**src/rtl/mem_bus_pkg.sv**
```systemverilog
// Shared types and constants for the two-requester memory bus arbiter.
package mem_bus_pkg;

  typedef enum logic {
    ST_IDLE  = 1'b0,
    ST_GRANT = 1'b1
  } state_e;

  typedef enum logic {
    OWNER_M0 = 1'b0,
    OWNER_M1 = 1'b1
  } owner_e;

  localparam logic [31:0] ERR_RDATA_DEFAULT = 32'hDEAD_BEEF;

  // Round-robin pick: on a tie the requester that did not own the bus last wins.
  function automatic owner_e pick_owner(input logic m0_act, input logic m1_act,
                                        input owner_e last_owner);
    owner_e pick;
    if (m0_act && m1_act) begin
      pick = (last_owner == OWNER_M0) ? OWNER_M1 : OWNER_M0;
    end else if (m1_act) begin
      pick = OWNER_M1;
    end else begin
      pick = OWNER_M0;
    end
    return pick;
  endfunction

endpackage

```
**src/rtl/bus_watchdog.sv**
```systemverilog
// Saturating wait counter that flags expiry after TIMEOUT_CYCLES enabled cycles.
// TIMEOUT_CYCLES of 0 never expires.
module bus_watchdog #(
  parameter int unsigned TIMEOUT_CYCLES = 255
) (
  input  logic clk_i,
  input  logic rst_ni,
  input  logic clear_i,
  input  logic en_i,
  output logic expire_o
);

  localparam int unsigned CW    = (TIMEOUT_CYCLES == 0) ? 1 : $clog2(TIMEOUT_CYCLES + 1);
  localparam int unsigned LIMIT = (TIMEOUT_CYCLES == 0) ? 0 : TIMEOUT_CYCLES - 1;

  logic [CW-1:0] cnt_q, cnt_d;

  // Next count: clear wins, then a saturating increment while enabled.
  always_comb begin
    cnt_d = cnt_q;
    if (clear_i) begin
      cnt_d = {CW{1'b0}};
    end else if (en_i && (cnt_q != {CW{1'b1}})) begin
      cnt_d = cnt_q + {{(CW-1){1'b0}}, 1'b1};
    end else begin
      cnt_d = cnt_q;
    end
  end

  // Counter register with synchronous active-low reset.
  always_ff @(posedge clk_i) begin
    if (!rst_ni) begin
      cnt_q <= {CW{1'b0}};
    end else begin
      cnt_q <= cnt_d;
    end
  end

  assign expire_o = (TIMEOUT_CYCLES != 0) && en_i && (cnt_q == CW'(LIMIT));

endmodule

```
**src/rtl/mem_bus_arbiter.sv**
```systemverilog
// Round-robin arbiter sharing one strobe/done memory port between m0 (CPU) and m1 (DMA).
// Grant is held for a whole transaction; a watchdog forces an error completion.
module mem_bus_arbiter
  import mem_bus_pkg::*;
#(
  parameter int unsigned TIMEOUT_CYCLES = 255,
  parameter logic [31:0] ERR_RDATA      = ERR_RDATA_DEFAULT
) (
  input  logic        clk,
  input  logic        rst,
  input  logic [31:0] m0_addr,
  input  logic [31:0] m0_wdata,
  input  logic [3:0]  m0_wmask,
  input  logic        m0_wen,
  input  logic        m0_ren,
  output logic [31:0] m0_rdata,
  output logic        m0_done,
  input  logic [31:0] m1_addr,
  input  logic [31:0] m1_wdata,
  input  logic [3:0]  m1_wmask,
  input  logic        m1_wen,
  input  logic        m1_ren,
  output logic [31:0] m1_rdata,
  output logic        m1_done,
  output logic [31:0] s_addr,
  output logic [31:0] s_wdata,
  output logic [3:0]  s_wmask,
  output logic        s_wen,
  output logic        s_ren,
  input  logic [31:0] s_rdata,
  input  logic        s_done,
  output logic        timeout_err,
  output logic        grant_owner
);

  state_e state_q, state_d;
  owner_e owner_q, owner_d;
  owner_e last_q, last_d;

  logic        grant_s, own_m1_s, owner_act_s;
  logic        done_s, abort_s, wd_en_s, timeout_s, complete_s;
  logic [31:0] own_addr_s, own_wdata_s;
  logic [3:0]  own_wmask_s;
  logic        own_wen_s, own_ren_s;

  // Gating by rst drops the slave strobes in the very cycle reset is asserted.
  assign grant_s     = rst && (state_q == ST_GRANT);
  assign own_m1_s    = (owner_q == OWNER_M1);
  assign own_addr_s  = own_m1_s ? m1_addr  : m0_addr;
  assign own_wdata_s = own_m1_s ? m1_wdata : m0_wdata;
  assign own_wmask_s = own_m1_s ? m1_wmask : m0_wmask;
  assign own_wen_s   = own_m1_s ? m1_wen   : m0_wen;
  assign own_ren_s   = own_m1_s ? m1_ren   : m0_ren;
  assign owner_act_s = own_wen_s | own_ren_s;

  // s_done has priority over both abort and timeout.
  assign done_s     = grant_s & s_done;
  assign abort_s    = grant_s & ~s_done & ~owner_act_s;
  assign wd_en_s    = grant_s & ~s_done & owner_act_s;
  assign complete_s = done_s | timeout_s;

  bus_watchdog #(
    .TIMEOUT_CYCLES (TIMEOUT_CYCLES)
  ) u_watchdog (
    .clk_i    (clk),
    .rst_ni   (rst),
    .clear_i  (~grant_s),
    .en_i     (wd_en_s),
    .expire_o (timeout_s)
  );

  // Slave-side mux: owner's request while granted, strobes killed on timeout.
  always_comb begin
    s_addr  = 32'h0000_0000;
    s_wdata = 32'h0000_0000;
    s_wmask = 4'b0000;
    s_wen   = 1'b0;
    s_ren   = 1'b0;
    if (grant_s) begin
      s_addr  = own_addr_s;
      s_wdata = own_wdata_s;
      s_wmask = own_wmask_s;
      s_wen   = own_wen_s & ~timeout_s;
      s_ren   = own_ren_s & ~timeout_s;
    end else begin
      s_wen   = 1'b0;
      s_ren   = 1'b0;
    end
  end

  assign m0_done     = complete_s & ~own_m1_s;
  assign m1_done     = complete_s &  own_m1_s;
  assign m0_rdata    = (timeout_s && !own_m1_s) ? ERR_RDATA : s_rdata;
  assign m1_rdata    = (timeout_s &&  own_m1_s) ? ERR_RDATA : s_rdata;
  assign timeout_err = timeout_s;
  assign grant_owner = owner_q;

  // Arbitration and transaction-end next-state logic.
  always_comb begin
    state_d = state_q;
    owner_d = owner_q;
    last_d  = last_q;
    case (state_q)
      ST_IDLE: begin
        if (m0_ren | m0_wen | m1_ren | m1_wen) begin
          state_d = ST_GRANT;
          owner_d = pick_owner(m0_ren | m0_wen, m1_ren | m1_wen, last_q);
        end else begin
          state_d = ST_IDLE;
        end
      end
      ST_GRANT: begin
        if (done_s | abort_s | timeout_s) begin
          state_d = ST_IDLE;
          last_d  = owner_q;
        end else begin
          state_d = ST_GRANT;
        end
      end
      default: begin
        state_d = ST_IDLE;
      end
    endcase
  end

  // FSM state register; last owner resets to m1 so m0 wins the first tie.
  always_ff @(posedge clk) begin
    if (!rst) begin
      state_q <= ST_IDLE;
      owner_q <= OWNER_M0;
      last_q  <= OWNER_M1;
    end else begin
      state_q <= state_d;
      owner_q <= owner_d;
      last_q  <= last_d;
    end
  end

endmodule

```
**config.mk**
```make
export PLATFORM = sky130hd
export DESIGN_NAME = mem_bus_arbiter
export DESIGN_NICKNAME = d
export VERILOG_FILES = /design/src/rtl/mem_bus_pkg.sv /design/src/rtl/bus_watchdog.sv /design/src/rtl/mem_bus_arbiter.sv
export SDC_FILE = /design/constraint.sdc
export NUM_CORES = 1
export LEC_CHECK = 0
export ABC_AREA = 1
export BUFFER_PORTS_ARGS = -buffer_cell sky130_fd_sc_hd__buf_4
export CAP_MARGIN = 25
export CORE_AREA = 5 5 119 121
export DETAILED_ROUTE_END_ITERATION = 8
export DIE_AREA = 0 0 124 126
export SLEW_MARGIN = 20
export SYNTH_ARGS = -nofsm -noshare
export SYNTH_HDL_FRONTEND = slang
export SYNTH_SLANG_ARGS = --single-unit
export TNS_END_PERCENT = 30
```
**constraint.sdc**
```tcl
create_clock -name clk -period 1.9 [get_ports clk]
set_input_delay 0.19 -clock clk [delete_from_list [all_inputs] [get_ports clk]]
set_output_delay 0.19 -clock clk [all_outputs]
set_load 0.03 [all_outputs]
```
* Word level (Yosys, flattened, before mapping)
Cells that the tools add are included.
** Storage, ports and cells
- Flip-flop bits (word level) :: 11
- Output and inout bits :: 138
- Word-level logic and storage cells :: 56
** Cells by class
- Bitwise operators :: 21
- Equal/unequal tests :: 2
- Add/subtract/negate cells :: 1
- Reduce and logical (&&, ||, !) cells :: 10
- Mux-type cells :: 18
** Operator list (number)
- $mux 32 :: 6
- $mux 1 :: 9
- $add 8x1->8 const B :: 1
- $and 1x1->1 :: 8
- $eq 8x8->1 const B :: 1
- $mux 4 :: 2
- $ne 8x8->1 const B :: 1
- $or 1x1->1 :: 8
- $logic_and 1x1->1 :: 6
- $reduce_and 2->1 :: 3
- $not 1->1 :: 5
- $pmux 1 s2 :: 1
- $logic_not 1->1 :: 1

* Longest topological paths before layout
Gate-level depths: netlist (run 1).
- Word-level depth :: 8
- Mapped depth :: 9
- Gate-level depth less buffers :: 9

* Hierarchy
A second synthesis (run 1) with hierarchy kept.
** Second synthesis, totals
- Cells, all modules :: 439
- Area, all modules :: 2052.0 um2
** By module, submodules not included
- mem_bus_arbiter :: cells an instance 373, seq. area each 60.1 um2, instances 1, area each 1610.3 um2
- bus_watchdog :: cells an instance 66, seq. area each 160.2 um2, instances 1, area each 441.7 um2

* Least setup slack after synthesis (run 1)
Ideal clock, no wire load.
- Kind :: register to output
- Start :: register owner_q (netlist: grant_owner)
- End :: output m1_rdata[10]
- Stages on the path, launching flop included :: 10
- Setup slack :: 0.025 ns
- Arrival :: 1.685 ns
- Data required time :: 1.710 ns
- Path buffers :: 1
- Path through :: dfxtp_1 -> inv_2 -> nand2_1 -> nand2_1 -> nand2_2 -> nand3_4 -> nor2_4 -> inv_4 -> buf_6 -> nand2_1
** Between the ends
- Longest elaborated chain between the ends :: 6
- Elaborated cells between the ends (all ways) :: 7
** Ends and longest elaborated chain
- from (decl) :: RTL line mem_bus_arbiter.sv:37 : owner_e owner_q, owner_d;
- from (signal assigned) :: RTL line mem_bus_arbiter.sv:134 : owner_q <= owner_d;
- $mux 1 (on tied branches) :: RTL line mem_bus_arbiter.sv:52, mem_bus_arbiter.sv:53
- $or 1x1->1 :: RTL line mem_bus_arbiter.sv:54 : assign owner_act_s = own_wen_s | own_ren_s;
- $and 1x1->1 :: RTL line mem_bus_arbiter.sv:59 : assign wd_en_s = grant_s & ~s_done & owner_act_s;
- $logic_and 1x1->1 :: RTL line bus_watchdog.sv:39 : assign expire_o = (TIMEOUT_CYCLES != 0) && en_i && (cnt_q == CW'(LIMIT));
- $logic_and 1x1->1 * :: RTL line mem_bus_arbiter.sv:94 : assign m1_rdata = (timeout_s && own_m1_s) ? ERR_RDATA : s_rdata;
- $mux 32 * :: RTL line mem_bus_arbiter.sv:94
- to (decl) :: RTL line mem_bus_arbiter.sv:23 : output logic [31:0] m1_rdata,
Every way passes the cells marked *; elsewhere a longest branch is shown, timed or not.

* Final worst setup path (run 1)
- Start :: register u_watchdog.cnt_q[0]
- End :: output m1_rdata[24]
** Between the ends
- Longest elaborated chain between the ends :: 4
** Ends and longest elaborated chain
- from (decl) :: RTL line bus_watchdog.sv:16 : logic [CW-1:0] cnt_q, cnt_d;
- from (signal assigned) :: RTL line bus_watchdog.sv:33 : cnt_q <= {CW{1'b0}};
- from (signal assigned) :: RTL line bus_watchdog.sv:35 : cnt_q <= cnt_d;
- $eq 8x8->1 :: RTL line bus_watchdog.sv:39
- $logic_and 1x1->1 :: RTL line bus_watchdog.sv:39
- $logic_and 1x1->1 :: RTL line mem_bus_arbiter.sv:94
- $mux 32 :: RTL line mem_bus_arbiter.sv:94
Every way passes these cells.

==> metrics.log, run 1 <==
[metrics] largest fanout on the critical path: 4
[metrics] global route total overflow: 0
[metrics] Vias/cell: 4.18
[metrics] Routed Wire Length: ~13 mm
[metrics] global-route wire length before repair: 18.5 mm
[metrics] crit path DAT: 1640 ps
[metrics] Net Sw Power: a little under 800 uW
[metrics] final core utilization: 38.0%
[metrics] area added between synthesis and finish: 135%
[metrics] share of total power consumed by net switching: a little over two fifths
[metrics] maximum clock insertion buffer count: 2
[metrics] initial cell density of the core: between 10% and 20%
[metrics] TritonCTS clock tree: yes
[metrics] flop and latch count out of synthesis: 11
[metrics] Die X: ~120 um
[metrics] GRT Util Overall: between 10% and 20%
[metrics] total area of multi-input combinational cells: 1600 sq um
[metrics] number of standard-cell rows in the floorplan: 42
[metrics] count of port buffers added during placement: ~310
[metrics] wire length on met1: approximately 4.8 mm
[metrics] post-detail-place hpwl: ~10 mm
[metrics] number of setup violations in the final report: 0
[metrics] combinational power share: between 60% and 70%
[metrics] Routed WL per cell: around 14 um
[metrics] clock network latency to the later pin of the worst-skew pair: between 200 and 250 ps
[metrics] type of element capturing the critical path: output port
[metrics] Final Hold Vio Count: 0
[metrics] setup TNS after final layout: 0 ps
[metrics] RSZ-0062 raised after global routing: yes
[metrics] count of mapped cells out of synthesis: 448
[metrics] remaining antenna violation count after routing: 0
[metrics] Final #Nets: just over 900
[metrics] total I/O pin count: roughly 310
[metrics] Detail Route met3 WL: roughly 1.7 mm
[metrics] critical path launch point type: flop
[metrics] result of the run: complete, no violations
[metrics] DR vias: roughly 3900
[metrics] Die Y-Extent: 126 um
[metrics] P_int: a little over 1 mW
[metrics] Post-Synthesis Net Count: around 630
[metrics] max-slew violation count: 0
[metrics] commonest cells after routing, fill and taps aside: 313 x sky130_fd_sc_hd__buf_4, 220 x sky130_fd_sc_hd__nand2_1, 78 x sky130_fd_sc_hd__a21oi_1
[metrics] Tot Pwr: approximately 1.8 mW
[metrics] commonest non-fill, non-tap cell in the layout: sky130_fd_sc_hd__buf_4
[metrics] Final Critical Period: 1830 ps
[metrics] number of global-route vias before repair: approximately 3600
[metrics] maximum number of pins on one net before global-route repair: 78
[metrics] number of distinct library cell variants in the gate-level netlist after synthesis: 23
[metrics] Sink Count: 11
[metrics] Worst Path Class, Setup: reg2out
[metrics] highest signal layer in the routed design: met4
[metrics] final weighted congestion of routability-driven global placement: roughly 0.85
[metrics] share of post-route cells with drive strength above 1: 49.0%
[metrics] clock transition at the registers of the reported paths: around 40 ps
[metrics] maximum VDD drop: 247 uV
[metrics] initial antenna violation count: 0
[metrics] Register Area: about 240 sq um
[metrics] fraction of power consumed by sequential logic: a little over an eighth
[metrics] floorplan die area: 15600 sq um
[metrics] buffer cell driving the clock tree root: sky130_fd_sc_hd__clkbuf_16
[metrics] Setup Skew: between 3 and 4 ps
[metrics] yosys synthesis warning count: 0
[metrics] count of TritonRoute iterations in the first routing pass: 4
[metrics] cell area after technology mapping: 2100 sq um
[metrics] Static Leakage: 2.90 nW
[metrics] required arrival time at the worst endpoint: 1710 ps
[metrics] max cap viols: 0
[metrics] Max transition margin: 74.2%
[metrics] Met2 Wirelength: 6.29 mm
[metrics] worst hold-check path type: in2reg
[metrics] share of power burned in the clock network: 21.7%
[metrics] power per cell area: ~370 nW/um^2
[metrics] number of antenna cells inserted: 0
[metrics] residual DRC count: 0
[metrics] hold slack final: ~190 ps
[metrics] mean post-synth cell area: approximately 4.7 sq um
[metrics] Filler Cells Inserted: around 1400
[metrics] area of the placeable core: between 10000 and 15000 sq um
[metrics] clock buffer count from CTS: 3
[metrics] share of the cycle needed by the critical path after routing: between 90% and 100%
[metrics] initial DRC count: 210
[metrics] FMAX: between 500 and 600 MHz
[metrics] number of H-tree levels: 1
[metrics] post-synthesis sequential area ratio: between 10% and 20%
[metrics] pin slew with the least headroom to its limit: 387 ps
power groups by stage:
stage	Combinational, mW	Sequential (mW)	Clock [mW]
2_1_floorplan	0.571	0.248	0
3_3_place_gp	1.16	0.247	0
3_5_place_dp	1.16	0.247	0
4_1_cts	1.17	0.242	0.403
5_1_grt	1.26	0.238	0.420
6_report	1.18	0.238	0.392
flip-flops by register name, indices dropped and copies added (netlist names):
signal and cells:
state_q 1, grant_owner 1, u_watchdog.cnt_q 8, last_q 1
kinds of logic after synthesis:
| group | count (synthesis) | share of synthesized area (%) |
|---|---|---|
| AO/OA/AOI/OAI | 82 | 19.7 |
| XOR/XNOR | 4 | 1.67 |
| adder cells (fa/ha/maj) | 2 | 1.19 |
| buffers and inverters | 82 | 16.6 |
| flip-flops | 11 | 10.5 |
| AND/OR/NAND/NOR | 267 | 50.4 |
metal layers:
layer	vias to the layer above	GRT usage, %
li1	1980	-
met1	1670	16.7
met2	229	26.2
met3	14	4.62
met4	0	2.32
met5	-	0
per-stage QoR:
stage | instances | cell area [sq um] | setup WS, ps
after floorplan | 448 | 2100 | 25.0
after global placement | 917 | 4610 | 203
after detailed placement | 917 | 4610 | 170
after CTS | 928 | 4780 | -20.2
after global routing | 931 | 4930 | -45.1
final | 931 | 4930 | 68.1
worst max-delay path, stage by stage, from the launching register on:
cell and delay, ps:
sky130_fd_sc_hd__dfxtp_2 320, sky130_fd_sc_hd__inv_2 60, sky130_fd_sc_hd__ha_4 130, sky130_fd_sc_hd__nand2_4 40, sky130_fd_sc_hd__nor2_4 130, sky130_fd_sc_hd__nand3_4 120, sky130_fd_sc_hd__nor2_4 160, sky130_fd_sc_hd__buf_12 140
sky130_fd_sc_hd__buf_8 100, sky130_fd_sc_hd__nor2_1 40, sky130_fd_sc_hd__buf_4 160
layout make-up:
| class | count | area share [%] |
|---|---|---|
| clock buffers | 4 | 1.60 |
| inverters | 55 | 4.44 |
| multi-input cells | 355 | 32.5 |
| flip-flops and latches | 11 | 4.88 |
| well taps | 176 | 4.47 |
| repair buffers | 329 | 52.0 |
| repair inverters | 1 | 0.0762 |
cells in the mapped netlist (all sizes together):
master	count	area, sq um
a21oi	78	390
nor2	28	128
buf	14	87.6
dfxtp	11	220
xor2	3	26.3
nand2	228	861
clkbuf	13	48.8
inv	55	211
ha	2	25.0
nand4	2	12.5
xnor2	1	8.76
a21boi	1	7.51
o21ai	3	15.0
nand3	9	57.6
worst paths after layout:
check	start	slack, ps	to	cells past startpoint
setup / recovery	u_watchdog.cnt_q[0]	70	m1_rdata[24]	10
setup reg to reg	u_watchdog.cnt_q[0]	190	u_watchdog.cnt_q[3]	9
hold reg to reg	u_watchdog.cnt_q[7]	480	u_watchdog.cnt_q[7]	2
hold / removal	rst	190	last_q	2
what timing repair did:
action	CTS	global route
setup endpoints to repair	58	66
hold buffers	0	0
gates cloned	1	0
pin swaps	3	6
buffers inserted	6	3
gates resized for setup	13	38
(Power assumes the default switching activity.)
==> run 2, diff against run 1 <==
--- a/config.mk
+++ b/config.mk
@@ -5,12 +5,11 @@
 export SDC_FILE = /design/constraint.sdc
 export NUM_CORES = 1
 export LEC_CHECK = 0
-export ABC_AREA = 1
 export BUFFER_PORTS_ARGS = -buffer_cell sky130_fd_sc_hd__buf_4
 export CAP_MARGIN = 25
-export CORE_AREA = 5 5 119 121
+export CORE_AREA = 5 5 118 120
 export DETAILED_ROUTE_END_ITERATION = 8
-export DIE_AREA = 0 0 124 126
+export DIE_AREA = 0 0 123 125
 export SLEW_MARGIN = 20
 export SYNTH_ARGS = -nofsm -noshare
 export SYNTH_HDL_FRONTEND = slang
==> metrics.log, run 2 <==
[metrics] clock transition at the registers of the reported paths: 40 ps (about the same)
[metrics] TritonCTS clock tree: yes
[metrics] maximum clock insertion buffer count: 2 (unchanged)
[metrics] fraction of synthesized cell area in xor and xnor cells: 0% (-1.7 points)
[metrics] library cell appearing most often on the critical path: sky130_fd_sc_hd__buf_6
[metrics] basic-gate share of the synthesized area counting and, or, nand and nor cells: 40.5% (-10 points)
[metrics] cell area after technology mapping: 2120 sq um (+1.2%)
[metrics] total I/O pin count: 313 (unchanged)
[metrics] area of the placeable core: 12900 sq um (-0.81%)
[metrics] crit path DAT: 1740 ps (+100 ps)
[metrics] buffer cell driving the clock tree root: sky130_fd_sc_hd__clkbuf_16
[metrics] EDFF count, synth: 0 (unchanged)
[metrics] commonest non-fill, non-tap cell in the layout: sky130_fd_sc_hd__buf_4
[metrics] floorplan die area: 15400 sq um (-1.6%)
[metrics] depth of the worst register-to-register path: 5 (-4)
[metrics] clock buffer count from CTS: 3 (unchanged)
[metrics] mean post-synth cell area: 6.94 sq um (+48%)
[metrics] largest area contributor in the netlist: sky130_fd_sc_hd__mux2i_1
[metrics] number of antenna cells inserted: 0 (unchanged)
[metrics] post-place setup slack: 121 ps (-49.2 ps)
[metrics] Vias/cell: 4.31 (+3.0%)
[metrics] finished layout cell area: 5240 sq um (+6.3%)
[metrics] Static Leakage: 2.59 nW (-11%)
[metrics] maximum number of pins on one net before global-route repair: 70 (-10%)
[metrics] Final Critical Period: 1930 ps (+95.4 ps)
[metrics] Worst Hold Endpoint: state_q
[metrics] Biggest register: u_watchdog.cnt_q
[metrics] most instantiated cells after synthesis: 71 x sky130_fd_sc_hd__nor2_1, 70 x sky130_fd_sc_hd__mux2i_1, 26 x sky130_fd_sc_hd__or2_2
[metrics] post-detailed-placement cell area: 4740 sq um (+2.8%)
[metrics] Hold Startpoint: rst
[metrics] peak per-stage delay on the critical path: 340 ps (+20 ps)
[metrics] Tot Pwr: 1.90 mW (+5.0%)
[metrics] count of mapped cells out of synthesis: 306 (-32%)
[metrics] Die Y-Extent: 125 um (-0.79%)
[metrics] Worst Path Class, Setup: reg2out
[metrics] Sink Count: 11 (unchanged)
[metrics] multiplexer fraction of the synthesized cell area: 33.0% (+33 points)
[metrics] Final Hold Vio Count: 0 (unchanged)
[metrics] cell-by-cell listing of the critical path: and3_4 -> and4_4 -> nand4_1 -> buf_6 -> buf_12 -> and2_1 -> buf_6
[metrics] worst hold-check path type: in2reg
[metrics] power per cell area: 362 nW/um^2 (-1.2%)
[metrics] number of H-tree levels: 1 (unchanged)
[metrics] flop and latch count out of synthesis: 11 (unchanged)
[metrics] number of distinct library cell variants in the gate-level netlist after synthesis: 36 (+57%)
[metrics] count of TritonRoute iterations in the first routing pass: 4 (unchanged)
[metrics] post-synthesis async set-or-reset flop share: 0% (unchanged)
[metrics] clock network latency to the later pin of the worst-skew pair: 240 ps (about the same)
[metrics] post-synthesis sequential area ratio: 10.4% (-0.12 points)
[metrics] count of hold buffers inserted by post-cts repair: 0 (unchanged)
[metrics] compound-cell area share of the yosys netlist: 8.89% (-11 points)
[metrics] crit-path leading delay family: simple AND/OR/NAND/NOR gates
[metrics] initial DRC count: 91 (-57%)
[metrics] failing checks: negative setup slack
[metrics] area share of the leading cell type in the synthesized netlist: 33.0% (-7.4 points)
[metrics] post-detail-place hpwl: 9.89 mm (-5.7%)
[metrics] setup TNS after final layout: -292 ps (-292 ps)
[metrics] Routed Wire Length: 12.2 mm (-5.6%)
[metrics] Post-Synthesis Net Count: 483 (-23%)
[metrics] dominant combinational cell family by area after synthesis: simple AND/OR/NAND/NOR gates
[metrics] commonest cells after routing, fill and taps aside: 271 x sky130_fd_sc_hd__buf_4, 71 x sky130_fd_sc_hd__nor2_1, 70 x sky130_fd_sc_hd__mux2i_1
[metrics] pin slew with the least headroom to its limit: 497 ps (+110 ps)
[metrics] yosys synthesis warning count: 0 (unchanged)
[metrics] Routed WL per cell: 15.4 um (+11%)
[metrics] count of cells along the worst hold path: 2 (unchanged)
[metrics] standard cell with the maximum stage delay on the critical path: sky130_fd_sc_hd__dfxtp_2
[metrics] origin of the critical flop-to-flop path: grant_owner
[metrics] top cells by area, synth: sky130_fd_sc_hd__mux2i_1 33%, sky130_fd_sc_hd__nor2_1 13%, sky130_fd_sc_hd__dfxtp_1 10%, sky130_fd_sc_hd__or2_2 7.7%, sky130_fd_sc_hd__nand2b_1 6.5%
[metrics] setup slack on the worst flop-to-flop path: 120 ps (-70 ps)
[metrics] adder-cell share of the synthesized area: 1.18% (-0.014 points)
[metrics] remaining antenna violation count after routing: 0 (unchanged)
[metrics] number of standard-cell rows in the floorplan: 42 (unchanged)
[metrics] reg-to-reg endpoint: u_watchdog.cnt_q[5]
[metrics] maximum VDD drop: 229 uV (-7.5%)
[metrics] Setup Skew: 0.594 ps (-2.54 ps)
[metrics] cell with the most instances after synthesis: sky130_fd_sc_hd__nor2_1
[metrics] final weighted congestion of routability-driven global placement: 0.808 (-4.6%)
[metrics] Max transition margin: 66.9% (-7.4 points)
[metrics] result of the run: complete, but fails checks
[metrics] flip-flop count of the largest register after layout: 8 (unchanged)
[metrics] largest fanout on the critical path: 16 (+12)
[metrics] FMAX: 519 MHz (-4.9%)
[metrics] count of port buffers added during placement: 312 (unchanged)
[metrics] number of setup violations in the final report: 30 (+30)
[metrics] RSZ-0062 raised after global routing: yes
[metrics] global-route wire length before repair: 17.4 mm (-6.1%)
[metrics] share of post-route cells with drive strength above 1: 64.7% (+16 points)
[metrics] max cap viols: 0 (unchanged)
[metrics] Die X: 123 um (-0.81%)
[metrics] global route total overflow: 0 (unchanged)
[metrics] max-slew violation count: 0 (unchanged)
[metrics] required arrival time at the worst endpoint: 1710 ps (about the same)
[metrics] Filler Cells Inserted: 1273 (-8.5%)
[metrics] Final #Nets: 792 (-15%)
[metrics] residual DRC count: 0 (unchanged)
[metrics] crit path setup slack, layout: -27.3 ps (-95.4 ps)
[metrics] type of element capturing the critical path: output port
[metrics] initial antenna violation count: 0 (unchanged)
[metrics] initial cell density of the core: 16.5% (+0.33 points)
[metrics] share of the cycle needed by the critical path after routing: 101% (+5.0 points)
[metrics] GRT Util Overall: 13.9% (-0.58 points)
[metrics] DR vias: 3402 (-13%)
[metrics] area added between synthesis and finish: 146%
[metrics] number of global-route vias before repair: 3389 (-6.1%)
[metrics] number of buffers and inverters on the critical path: 3 (-1)
[metrics] top flip-flop cell by instance count after synthesis: sky130_fd_sc_hd__dfxtp_1
[metrics] critical path launch point type: flop
==> run 2: layer usage <==
metal  routed length (um)  up-vias  part of all wire (%)  GRT usage [%]
li1                     -     1668                     -              -
met1                 3990     1516                    33           13.5
met2                 6550      207                    54           27.7
met3                 1490       11                    12           3.88
met4                  168        0                   1.4           3.84
met5                    0        -                     0              0
==> run 2: cell type report <==
type                       count  area, sq um  area share [%]
timing repair buffer         330         2760            52.6
inverter                       3         11.3           0.215
clock buffer                   4         78.8            1.51
sequential                    11          231            4.42
multi-input combinational    266         1940            37.0
tap                          176          220            4.21
==> run 2: stage by stage <==
stage / std cells / hold WS (ps) / utilization, %
3_5_place_dp: 780 / 468 / 36.9
3_3_place_gp: 780 / 451 / 36.9
4_1_cts: 788 / 216 / 39.3
2_1_floorplan: 306 / 315 / -
5_1_grt: 790 / 225 / 40.7
6_report: 790 / 215 / 40.7
==> run 2: logic make-up (layout without fill, tap and decap cells) <==
logic type / Yosys count / in the layout
buffers and inverters: 29 / 337
flip-flops: 11 / 11
adder cells (fa/ha/maj): 2 / 2
AND/OR/NAND/NOR: 166 / 166
AO/OA/AOI/OAI: 28 / 28
multiplexers: 70 / 70
==> run 2: timing repair <==
action,in CTS,in global routing
setup endpoints to repair,67,61
setup buffers,3,2
endpoints found under the hold margin,0,0
cloned,1,1
resized for setup,55,34
pin swaps,1,7
==> run 2: where the power goes <==
part / internal [mW] / total [mW] / switching [mW] / leakage (nW)
clock network: 0.282 / 0.389 / 0.107 / 0.0382
registers: 0.239 / 0.250 / 0.0111 / 0.0932
logic: 0.631 / 1.26 / 0.628 / 2.45
==> run 2: worst max path at each step <==
stage                              startpoint           end  depth (start not counted)
final                     u_watchdog.cnt_q[5]  m1_rdata[17]                          7
after global routing              grant_owner  m0_rdata[13]                          6
after CTS                 u_watchdog.cnt_q[4]   m1_rdata[5]                          7
after detailed placement  u_watchdog.cnt_q[4]  m1_rdata[17]                          6
after global placement    u_watchdog.cnt_q[4]   m0_rdata[7]                          6
after floorplan                   grant_owner         s_ren                          6
